File: config.mk
export PLATFORM = sky130hd
export DESIGN_NAME = bfxp_pipe
export DESIGN_NICKNAME = d
export VERILOG_FILES = /design/src/rtl/bfxp_pkg.sv /design/src/rtl/bfxp_ror.sv /design/src/rtl/bfxp_pipe.sv
export SDC_FILE = /design/constraint.sdc
export NUM_CORES = 1
export LEC_CHECK = 0
export CAP_MARGIN = 20
export CORE_ASPECT_RATIO = 1.5
export CORE_MARGIN = 5
export CORE_UTILIZATION = 60
export DETAILED_ROUTE_END_ITERATION = 10
export GPL_TIMING_DRIVEN = 0
export PLACE_DENSITY = 0.86
export SYNTH_ARGS = -nofsm -noshare
export SYNTH_HDL_FRONTEND = slang
export SYNTH_SLANG_ARGS = --single-unit
File: constraint.sdc
create_clock -name clock -period 13.59 [get_ports clock]
set_input_delay 3.3975 -clock clock [delete_from_list [all_inputs] [get_ports clock]]
set_output_delay 3.3975 -clock clock [all_outputs]
set_load 0.005 [all_outputs]
File: src/rtl/bfxp_pkg.sv
// bfxp_pkg: op encoding, legal XLEN values and field-mask helper shared by bfxp_pipe
package bfxp_pkg;
  typedef enum logic [1:0] {
    BFXP_PLACE  = 2'd0,
    BFXP_EXTZ   = 2'd1,
    BFXP_EXTS   = 2'd2,
    BFXP_INSERT = 2'd3
  } bfxp_op_e;
  localparam int XLEN_32  = 32;
  localparam int XLEN_64  = 64;
  localparam int XLEN_MAX = XLEN_64;
  // Bits [d, min(d+len, xlen)-1] set; the top saturates at xlen so the field never wraps.
  function automatic logic [XLEN_MAX-1:0] bfxp_mask(input int xlen, input int d, input int len);
    int top;
    logic [XLEN_MAX:0] hi, lo, m;
    top = (d + len > xlen) ? xlen : d + len;
    hi = {{XLEN_MAX{1'b0}}, 1'b1} << top;
    lo = {{XLEN_MAX{1'b0}}, 1'b1} << d;
    m = (hi - 1'b1) & ~(lo - 1'b1);
    return m[XLEN_MAX-1:0];
  endfunction
endpackage

File: src/rtl/bfxp_ror.sv
// bfxp_ror: combinational XLEN-bit rotate-right
module bfxp_ror #(
  parameter int XLEN = 32,
  parameter int LOGX = $clog2(XLEN)
) (
  input  logic [XLEN-1:0] a,
  input  logic [LOGX-1:0] sh,
  output logic [XLEN-1:0] y
);
  logic [2*XLEN-1:0] dbl;
  assign dbl = {a, a} >> sh;
  assign y = dbl[XLEN-1:0];
endmodule

File: src/rtl/bfxp_pipe.sv
// bfxp_pipe: two-stage valid/ready bit-field place/extract/insert; BFXP_SEXT_EN enables sign-extract
module bfxp_pipe
  import bfxp_pkg::*;
#(
  parameter int XLEN = 32,
  parameter int LOGX = $clog2(XLEN)
) (
  input  logic            clock,
  input  logic            reset,
  input  logic            in_valid,
  output logic            in_ready,
  input  logic [1:0]      in_op,
  input  logic [XLEN-1:0] rs1,
  input  logic [XLEN-1:0] rs2,
  input  logic [LOGX-1:0] start,
  input  logic [LOGX-1:0] len,
  input  logic [LOGX-1:0] dest,
  output logic            out_valid,
  input  logic            out_ready,
  output logic [XLEN-1:0] rd
);
  if (XLEN != XLEN_32 && XLEN != XLEN_64) begin : g_xlen_bad
    $error("bfxp_pipe: XLEN must be 32 or 64");
  end
  bfxp_op_e          op, s1_op;
  logic              is_ext, adv1, adv2, s1_valid;
  logic [LOGX-1:0]   d, sh;
  logic [XLEN_MAX-1:0] mask_full;
  logic [XLEN-1:0]   rot_n, mask_n, s1_rot, s1_mask, s1_rs2, base, sext, res;
  assign op = bfxp_op_e'(in_op);
  assign is_ext = op == BFXP_EXTZ || op == BFXP_EXTS;
  assign d = is_ext ? '0 : dest;
  assign sh = start - d;
  assign mask_full = bfxp_mask(XLEN, int'(d), int'(len));
  assign mask_n = mask_full[XLEN-1:0];
  assign adv2 = !out_valid || out_ready;
  assign adv1 = !s1_valid || adv2;
  assign in_ready = adv1;
  bfxp_ror #(.XLEN(XLEN), .LOGX(LOGX)) u_ror (.a(rs1), .sh(sh), .y(rot_n));
  // Stage 1: capture rotated source, field mask, op and background on accept
  always_ff @(posedge clock or posedge reset) begin
    if (reset) begin
      s1_valid <= 1'b0;
      s1_op <= BFXP_PLACE;
      s1_rot <= '0;
      s1_mask <= '0;
      s1_rs2 <= '0;
    end else if (adv1) begin
      s1_valid <= in_valid;
      if (in_valid) begin
        s1_op <= op;
        s1_rot <= rot_n;
        s1_mask <= mask_n;
        s1_rs2 <= rs2;
      end
    end
  end
  assign base = s1_rot & s1_mask;
`ifdef BFXP_SEXT_EN
  logic [LOGX-1:0] s1_len;
  logic            sgn;
  // Field length kept alongside stage 1 to locate the sign bit of an extracted field
  always_ff @(posedge clock or posedge reset) begin
    if (reset) s1_len <= '0;
    else if (adv1 && in_valid) s1_len <= len;
  end
  assign sgn = s1_len != '0 && s1_rot[s1_len - 1'b1];
  assign sext = sgn ? base | ~s1_mask : base;
`else
  assign sext = base;
`endif
  // Stage 2 result selection by op
  always_comb
    res = s1_op == BFXP_PLACE  ? base | s1_rs2 :
          s1_op == BFXP_INSERT ? base | (s1_rs2 & ~s1_mask) :
          s1_op == BFXP_EXTS   ? sext : base;
  // Stage 2: output register, held while the consumer stalls
  always_ff @(posedge clock or posedge reset) begin
    if (reset) begin
      out_valid <= 1'b0;
      rd <= '0;
    end else if (adv2) begin
      out_valid <= s1_valid;
      if (s1_valid) rd <= res;
    end
  end
endmodule

# Word-level counts from Yosys, hierarchy flattened
# Cells that the tools add are included.
totals:
  input_bits: 85
  word_cells: 37
  output_inout_bits: 34
  reg_bits: 132
op_classes:
  magnitude_cmp: 1
  add_sub_neg: 4
  n_bitwise: 7
  eq_ne: 3
  reduce_logical: 8
  shifts: 3
  n_mux: 4
op_table:
  columns: ["cell", "count"]
  rows:
  - ["$and A32 B32 Y32", 3]
  - ["$mux W32", 2]
  - ["$not A32 Y32", 2]
  - ["$or A32 B32 Y32", 2]
  - ["$shr A64 B5 Y32", 1]
  - ["$sub A32 B1 Y32 const B", 2]
  - ["$gt A32 B7 Y1 const B", 1]
  - ["$shl A1 B5 Y32 const A", 1]
  - ["$shl A1 B6 Y32 const A", 1]
  - ["$add A5 B5 Y6", 1]
  - ["$mux W6", 1]
  - ["$mux W5", 1]
  - ["$sub A5 B5 Y5", 1]
  - ["$eq A2 B2 Y1 const B", 2]
  - ["$reduce_and A2 Y1", 2]
  - ["$logic_or A1 B1 Y1", 3]
  - ["$eq A2 B1 Y1 const B", 1]
  - ["$logic_not A1 Y1", 2]
  - ["$logic_not A2 Y1", 1]

# Longest topological paths before layout
# Gate-level depths: netlist of run 1.
depth:
  ltp_word: 9
  ltp_mapped: 20

# Hierarchy
# A second synthesis of run 1 with hierarchy kept.
hier_totals:
  cells_unflattened: 986
  area_unflattened_um2: 9166.3
modules_own_cells:
  columns: ["module", "area_per_inst_um2", "n_inst", "cells_each"]
  rows:
  - ["bfxp_pipe", 7219.4, 1, 870]
  - ["bfxp_ror", 1946.9, 1, 116]

# Least setup slack after synthesis of run 1
# No wires, ideal clock.
synth_timing:
  kind: "input-to-reg"
  start: "input in_op[1]"
  end: "register s1_mask[22]"
  setup_time_ns: 0.103
  t_arrival_ns: 7.314
  stages: 19
  path_slack_ns: 6.172
  required_ns: 13.487
  path_cell_list: "xnor2_2 -> buf_2 -> nand2_1 -> inv_1 -> ha_1 -> buf_2 -> and3_1 -> a32o_1 -> o221a_2 -> a21oi_1 -> clkbuf_1 -> nand2_1 -> nand3_1 -> ha_1 -> clkbuf_1 -> nand2_1 -> a2111oi_4 -> xnor2_1 -> o41ai_2"
synth_via:
  elab_chain_len: 9
  elab_cells_between_ends: 13
  cone_classes: "add/sub (3); order compare (1); eq/ne (2); shift (2); mux (2); bitwise (2); reduce/logical (1)"
synth_rtl:
  columns: ["item", "line", "rtl"]
  rows:
  - ["start, declared", "bfxp_pipe.sv:12", "input logic [1:0] in_op,"]
  - ["$eq A2 B1 Y1 / $eq A2 B2 Y1 (equally long branches)", "bfxp_pipe.sv:31", "assign is_ext = op == BFXP_EXTZ || op == BFXP_EXTS;"]
  - ["$logic_or A1 B1 Y1 *", "bfxp_pipe.sv:31", null]
  - ["$mux W5 *", "bfxp_pipe.sv:32", "assign d = is_ext ? '0 : dest;"]
  - ["$add A5 B5 Y6", "bfxp_pkg.sv:16", "top = (d + len > xlen) ? xlen : d + len;"]
  - ["$gt A32 B7 Y1", "bfxp_pkg.sv:16", null]
  - ["$mux W6", "bfxp_pkg.sv:16", null]
  - ["$shl A1 B6 Y32", "bfxp_pkg.sv:17", "hi = {{XLEN_MAX{1'b0}}, 1'b1} << top;"]
  - ["$sub A32 B1 Y32", "bfxp_pkg.sv:19", "m = (hi - 1'b1) & ~(lo - 1'b1);"]
  - ["$and A32 B32 Y32 *", "bfxp_pkg.sv:19", null]
  - ["end signal, assigned", "bfxp_pipe.sv:53", "s1_mask <= mask_n;"]
  - ["end, declared", "bfxp_pipe.sv:29", "logic [XLEN-1:0] rot_n, mask_n, s1_rot, s1_mask, s1_rs2, base, sext, res;"]
# Every way passes the cells marked *; elsewhere a longest branch is shown, timed or not.
# A chain may end at the register's enable or synchronous reset.

# Final worst setup path of run 1
layout_timing:
  start: "input in_op[1]"
  end: "register s1_mask[18]"
# The elaborated chain is that of the path after synthesis.

==> impl_metrics.env, run 1 <==
export IMPL_ys_seq_elements=132
export IMPL_layout_min_cycle_time_ns=9.15
export IMPL_clk_latency_ns=0.42
export IMPL_fin_ws_ns=4.44
export IMPL_wire_per_inst_um=24.6
export IMPL_dpl_hpwl_um=26300
export IMPL_grt_pass1_wl_um=51500
export IMPL_netlist_area_um2=8760
export IMPL_final_common_cell="nand2_1"
export IMPL_power_frac_comb=0.393
export IMPL_ys_flop_type="dfrtp_1"
export IMPL_via_count=9020
export IMPL_max_slew_margin=0.373
export IMPL_core_area_um2=14500
export IMPL_dp_slack_ns=4.18
export IMPL_postSynthAreaPerCell_um2=8.52
export IMPL_vdd_drop_max_mv=0.102
export IMPL_dp_cells=1342
export IMPL_slew_viol_final=0
export IMPL_mostFrequentLayoutCells="230 x nand2_1, 132 x dfrtp_1, 116 x clkdlybuf4s50_1, 102 x o21ai_0, 60 x mux2i_1"
export IMPL_post_cts_setup_buffer_count=0
export IMPL_grt_overflow=0
export IMPL_synth_edf_count=0
export IMPL_switching_power_mw=0.683
export IMPL_synthArstFlopShare=1.00
export IMPL_drt_pass1_iterations=5
export IMPL_ant_nets=0
export IMPL_ctsRootBufferMaster="clkbuf_16"
export IMPL_antenna_cells=0
export IMPL_antenna_found_initial=0
export IMPL_viasPerCell=6.57
export IMPL_path_max_fanout=10
export IMPL_core_rowCount=54
export IMPL_critPathKind="primary input to flop"
export IMPL_finalSetupViolCount=0
export IMPL_ioPinCount=119
export IMPL_fp_dieH_um=158
export IMPL_placed_cell_area_um2=10200
export IMPL_whs_ns=0.478
export IMPL_clock_sinks=132
export IMPL_yosysSeqAreaShare=0.377
export IMPL_ctsHoldBuffers=0
export IMPL_max_cap_violations=0
export IMPL_drive_gt1_frac=0.0867
export IMPL_crit_path_end_kind="flop"
export IMPL_hold_viol_final=0
export IMPL_finalSetupTns_ns=0
export IMPL_rsz0062_at_grt="no"
export IMPL_final_design_area_no_fill_um2=10800
export IMPL_first_iter_violations=913
export IMPL_areaGrowthSynthToFinish_pct=22.9
export IMPL_cts_resized=0
export IMPL_dieArea_um2=17200
export IMPL_status="finished clean"
export IMPL_initial_core_util=0.606
export IMPL_clock_path_buffers=2
export IMPL_drc=0
export IMPL_grt_start_max_net_pins=105
export IMPL_layout_nets=1258
export IMPL_syn_inst=1028
export IMPL_fin_cells=1373
export IMPL_cp_arrival_ns=9.45
export IMPL_clk_pin_slew_ns=0.06
export IMPL_cts_tree="built"
export IMPL_power_density_nw_per_um2=162
export IMPL_worstSetupStartpointType="primary input"
export IMPL_grt_pass1_vias=9281
export IMPL_netlist_cell_type_count=74
export IMPL_io_buffers=116
export IMPL_cp_required_ns=13.89
export IMPL_drt_total_wl_um=33800
export IMPL_yosysWarnings=0
export IMPL_hold_path_class="flop to flop"
export IMPL_numCtsBuffers=17
export IMPL_h_tree_depth=4
export IMPL_gp_congestion=1.05
export IMPL_syn_num_nets=1121
export IMPL_grt_usage=0.403
export IMPL_worst_slew_pin_slew_ns=0.932
export IMPL_die_w_um=109
export IMPL_clockPowerShare=0.255
export IMPL_power_share_sequential=0.352
export IMPL_finClkSkew_ns=0.00670
export IMPL_post_route_period_util=0.673
export IMPL_max_freq_mhz=109
export IMPL_netSwitchingFraction=0.392
export IMPL_intPower_mw=1.06
export IMPL_p_leak_nw=4.62
## metrics by stage
stage	utilization	total power [mW]
2_1_floorplan	-	0.982
3_3_place_gp	0.703	1.26
3_5_place_dp	0.706	1.27
4_1_cts	0.745	1.72
5_1_grt	0.745	1.81
6_report	0.745	1.75
## critical path, stage by stage
cell,delay (ns)
clkdlybuf4s50_1,0.53
xnor2_2,0.52
buf_2,0.32
nand2_1,0.16
inv_1,0.22
ha_1,0.27
buf_2,0.20
and3_1,0.21
a32oi_2,0.35
nand3_1,0.20
a21oi_1,0.33
clkbuf_1,0.43
nand2_1,0.25
nand3_1,0.17
ha_1,0.16
clkbuf_1,0.39
nand3b_4,0.22
nor2_1,0.49
nor3_1,0.22
o41ai_1,0.40
## state kept, by name, indices dropped and copies added, names as in the netlist
name       count
s1_mask       32
s1_op          2
s1_valid       1
s1_rot        32
out_valid      1
s1_rs2        32
rd            32
## path summary, 6_finish.rpt
check / from / end / slack [ns] / cells after the start
min: s1_rs2[14] / s1_rs2[14] / 0.48 / 2
min in group asynchronous: reset / s1_rs2[6] / 3.31 / 2
min reg2reg: s1_rs2[14] / s1_rs2[14] / 0.48 / 2
max in group asynchronous: reset / rd[13] / 9.49 / 3
max reg2reg: out_valid / s1_rs2[9] / 11.23 / 6
max: in_op[1] / s1_mask[18] / 4.44 / 20
## cells in the mapped netlist, drive strengths merged, types with 4 or more instances
| cell type | number | area [µm²] |
|---|---|---|
| nand2 | 231 | 870 |
| dfrtp | 132 | 3300 |
| o21ai | 107 | 539 |
| mux2i | 60 | 601 |
| nor2 | 60 | 228 |
| clkbuf | 51 | 193 |
| a21oi | 41 | 205 |
| a22oi | 32 | 240 |
| mux2 | 29 | 327 |
| buf | 26 | 115 |
| o221ai | 24 | 210 |
| nand3 | 23 | 115 |
| xnor2 | 20 | 183 |
| a211oi | 18 | 140 |
| nand2b | 15 | 93.8 |
| inv | 12 | 45.0 |
| a211o | 10 | 88.8 |
| o31ai | 10 | 75.1 |
| nor2b | 9 | 58.8 |
| xor2 | 9 | 93.8 |
| ha | 8 | 100 |
| a32o | 7 | 70.1 |
| nor4 | 7 | 43.8 |
| a22o | 6 | 52.6 |
| nor3 | 6 | 30.0 |
| o22ai | 6 | 37.5 |
| a21boi | 5 | 37.5 |
| mux4 | 5 | 113 |
| o211ai | 5 | 42.5 |
| o41ai | 5 | 51.3 |
| or2 | 5 | 31.3 |
| or3 | 5 | 31.3 |
| and2 | 4 | 25.0 |
| o22a | 4 | 35.0 |
## per-layer routing
metal	routed length, µm	GRT usage	vias to the layer above
met3	1810	0.0616	207
met5	0	0	-
li1	-	-	3982
met4	3600	0.363	0
met1	11300	0.401	4319
met2	17100	0.711	512
## power groups by stage
| stage | Sequential [mW] | Combinational, mW | Clock (mW) |
|---|---|---|---|
| finish | 0.614 | 0.685 | 0.446 |
| global route | 0.619 | 0.732 | 0.461 |
| CTS | 0.608 | 0.668 | 0.444 |
| detailed placement | 0.614 | 0.658 | 0 |
| global placement | 0.609 | 0.648 | 0 |
| floorplan | 0.568 | 0.414 | 0 |
## final cells by class
type                            count  area [µm²]
Buffer                             77         308
Clock buffer                       19         433
Clock inverter                     12         134
Fill cell                        1133        3690
Inverter                           12        50.0
Multi-Input combinational cell    807        5110
Sequential cell                   132        3300
Tap cell                          196         245
Timing Repair Buffer              118        1190
## logic make-up (layout without fill, tap and decap cells)
group,Yosys count,count (layout),share of synthesized area
AOI/OAI and AO/OA,300,300,0.236
xor gates and xnor gates,29,29,0.0316
adders and majority gates,9,9,0.0126
buffers and inverters,89,238,0.0403
DFF,132,132,0.377
muxes,94,94,0.119
and+or+nand+nor,375,375,0.184
Note: power is estimated with default switching activity, not from simulation.
==> run 2: changes to the inputs <==
Settings changed: CORE_UTILIZATION 60 to 51, PLACE_DENSITY 0.86 to 0.78.
Clock period 13.59 ns to 7.75 ns, I/O delays scaled along.
==> impl_metrics.env, run 2 (synthesis results as in run 1) <==
export IMPL_fin_ws_ns=0.198
export IMPL_gp_congestion=1.15
export IMPL_post_cts_setup_buffer_count=0
export IMPL_grt_pass1_wl_um=51000
export IMPL_core_rowCount=58
export IMPL_grt_start_max_net_pins=69
export IMPL_power_density_nw_per_um2=283
export IMPL_nFillCells=1503
export IMPL_whs_ns=0.477
export IMPL_cp_required_ns=8.02
export IMPL_core_area_um2=16800
export IMPL_final_common_cell="nand2_1"
export IMPL_drive_gt1_frac=0.0900
export IMPL_post_route_period_util=0.974
export IMPL_total_power_mw=3.05
export IMPL_drc=0
export IMPL_io_buffers=116
export IMPL_clock_sinks=132
export IMPL_max_slew_margin=0.295
export IMPL_path_max_fanout=10
export IMPL_worst_slew_pin_slew_ns=1.05
export IMPL_max_cap_violations=0
export IMPL_slew_viol_final=0
export IMPL_drt_total_wl_um=34100
export IMPL_first_iter_violations=665
export IMPL_grt_overflow=0
export IMPL_wire_per_inst_um=24.6
export IMPL_finClkSkew_ns=0.00835
export IMPL_areaGrowthSynthToFinish_pct=23.3
export IMPL_fp_dieH_um=171
export IMPL_grt_pass1_vias=8984
export IMPL_grt_usage=0.347
export IMPL_layout_min_cycle_time_ns=7.55
export IMPL_clk_pin_slew_ns=0.06
export IMPL_numCtsBuffers=17
export IMPL_drt_pass1_iterations=6
export IMPL_placed_cell_area_um2=10200
export IMPL_h_tree_depth=4
export IMPL_clock_path_buffers=2
export IMPL_worstSetupStartpointType="primary input"
export IMPL_p_leak_nw=4.62
export IMPL_dp_slack_ns=-0.291
export IMPL_crit_path_end_kind="flop"
export IMPL_cp_arrival_ns=7.83
export IMPL_initial_core_util=0.520
export IMPL_clk_latency_ns=0.42
export IMPL_seqCellArea_um2=3300
export IMPL_viasPerCell=6.28
export IMPL_critPathKind="primary input to flop"
export IMPL_dieArea_um2=20000
export IMPL_cts_tree="built"
export IMPL_layout_nets=1258
export IMPL_hold_path_class="flop to flop"
export IMPL_hold_viol_final=0
export IMPL_ctsRootBufferMaster="clkbuf_16"
export IMPL_antenna_found_initial=0
export IMPL_max_freq_mhz=132
export IMPL_via_count=8714
export IMPL_ant_nets=0
export IMPL_ioPinCount=119
export IMPL_finalSetupViolCount=0
export IMPL_die_w_um=117
export IMPL_antenna_cells=0
export IMPL_multi_input_area_um2=5120
export IMPL_mostFrequentLayoutCells="230 x nand2_1, 132 x dfrtp_1, 116 x clkdlybuf4s50_1, 102 x o21ai_0, 60 x mux2i_1"
export IMPL_vdd_drop_max_mv=0.200
export IMPL_dpl_hpwl_um=27300
export IMPL_status="finished clean"
export IMPL_final_design_area_no_fill_um2=10800
export IMPL_final_core_util=0.642
-- run 2: area by class of cell --
cell class / count / share of cell area
multi-input combinational: 807 / 0.474
sequential: 132 / 0.306
timing repair buffer: 118 / 0.110
clock buffer: 18 / 0.0406
buffer: 77 / 0.0285
tap: 210 / 0.0243
clock inverter: 14 / 0.0119
inverter: 12 / 0.00463
-- run 2: per-layer routing --
layer  vias up  routed length [µm]  global-route usage
met2       422               17500               0.618
li1       3987                   -                   -
met3       164                1830              0.0573
met1      4141               10900               0.327
met5         -                   0                   0
met4         0                3830               0.321
-- run 2: final timing paths --
check	cells after the start	start	endpoint	slack, ns
max	20	in_op[1]	s1_mask[18]	0.20
min	2	s1_rs2[9]	s1_rs2[9]	0.48
max reg2reg	6	out_valid	s1_rs2[2]	5.48
min reg2reg	2	s1_rs2[9]	s1_rs2[9]	0.48
max in group asynchronous	3	reset	s1_rs2[16]	5.04
min in group asynchronous	2	reset	rd[4]	1.96
-- run 2: power by group --
part           total, mW  internal, mW  switching (mW)
logic               1.21         0.500           0.711
clock network      0.769         0.451           0.318
registers           1.07         0.891           0.183
-- run 2: critical path, cell delays in order --
cell	delay, ns
clkdlybuf4s50_1	0.59
xnor2_4	0.42
buf_2	0.29
nand2_1	0.18
inv_1	0.21
ha_1	0.26
buf_2	0.20
and3_1	0.21
a32o_1	0.26
o221a_2	0.27
a21oi_1	0.33
buf_1	0.41
nand2_1	0.25
nand3_1	0.18
ha_1	0.15
clkbuf_1	0.39
nand3b_4	0.20
and3b_1	0.23
nor3_1	0.65
o41ai_1	0.18
-- run 2: through the flow --
step                      setup TNS, ns  std cells
final                                 0       1388
after global routing            -0.0299       1388
after CTS                             0       1388
after detailed placement         -0.663       1356
after global placement            -1.46       1354
after floorplan                       0       1028
-- run 2: what timing repair did --
item / in CTS / in global routing
hold endpoints to repair: 0 / 0
hold buffers: 0 / 0
resized for setup: 0 / 3
endpoints found under the setup margin: 0 / 5
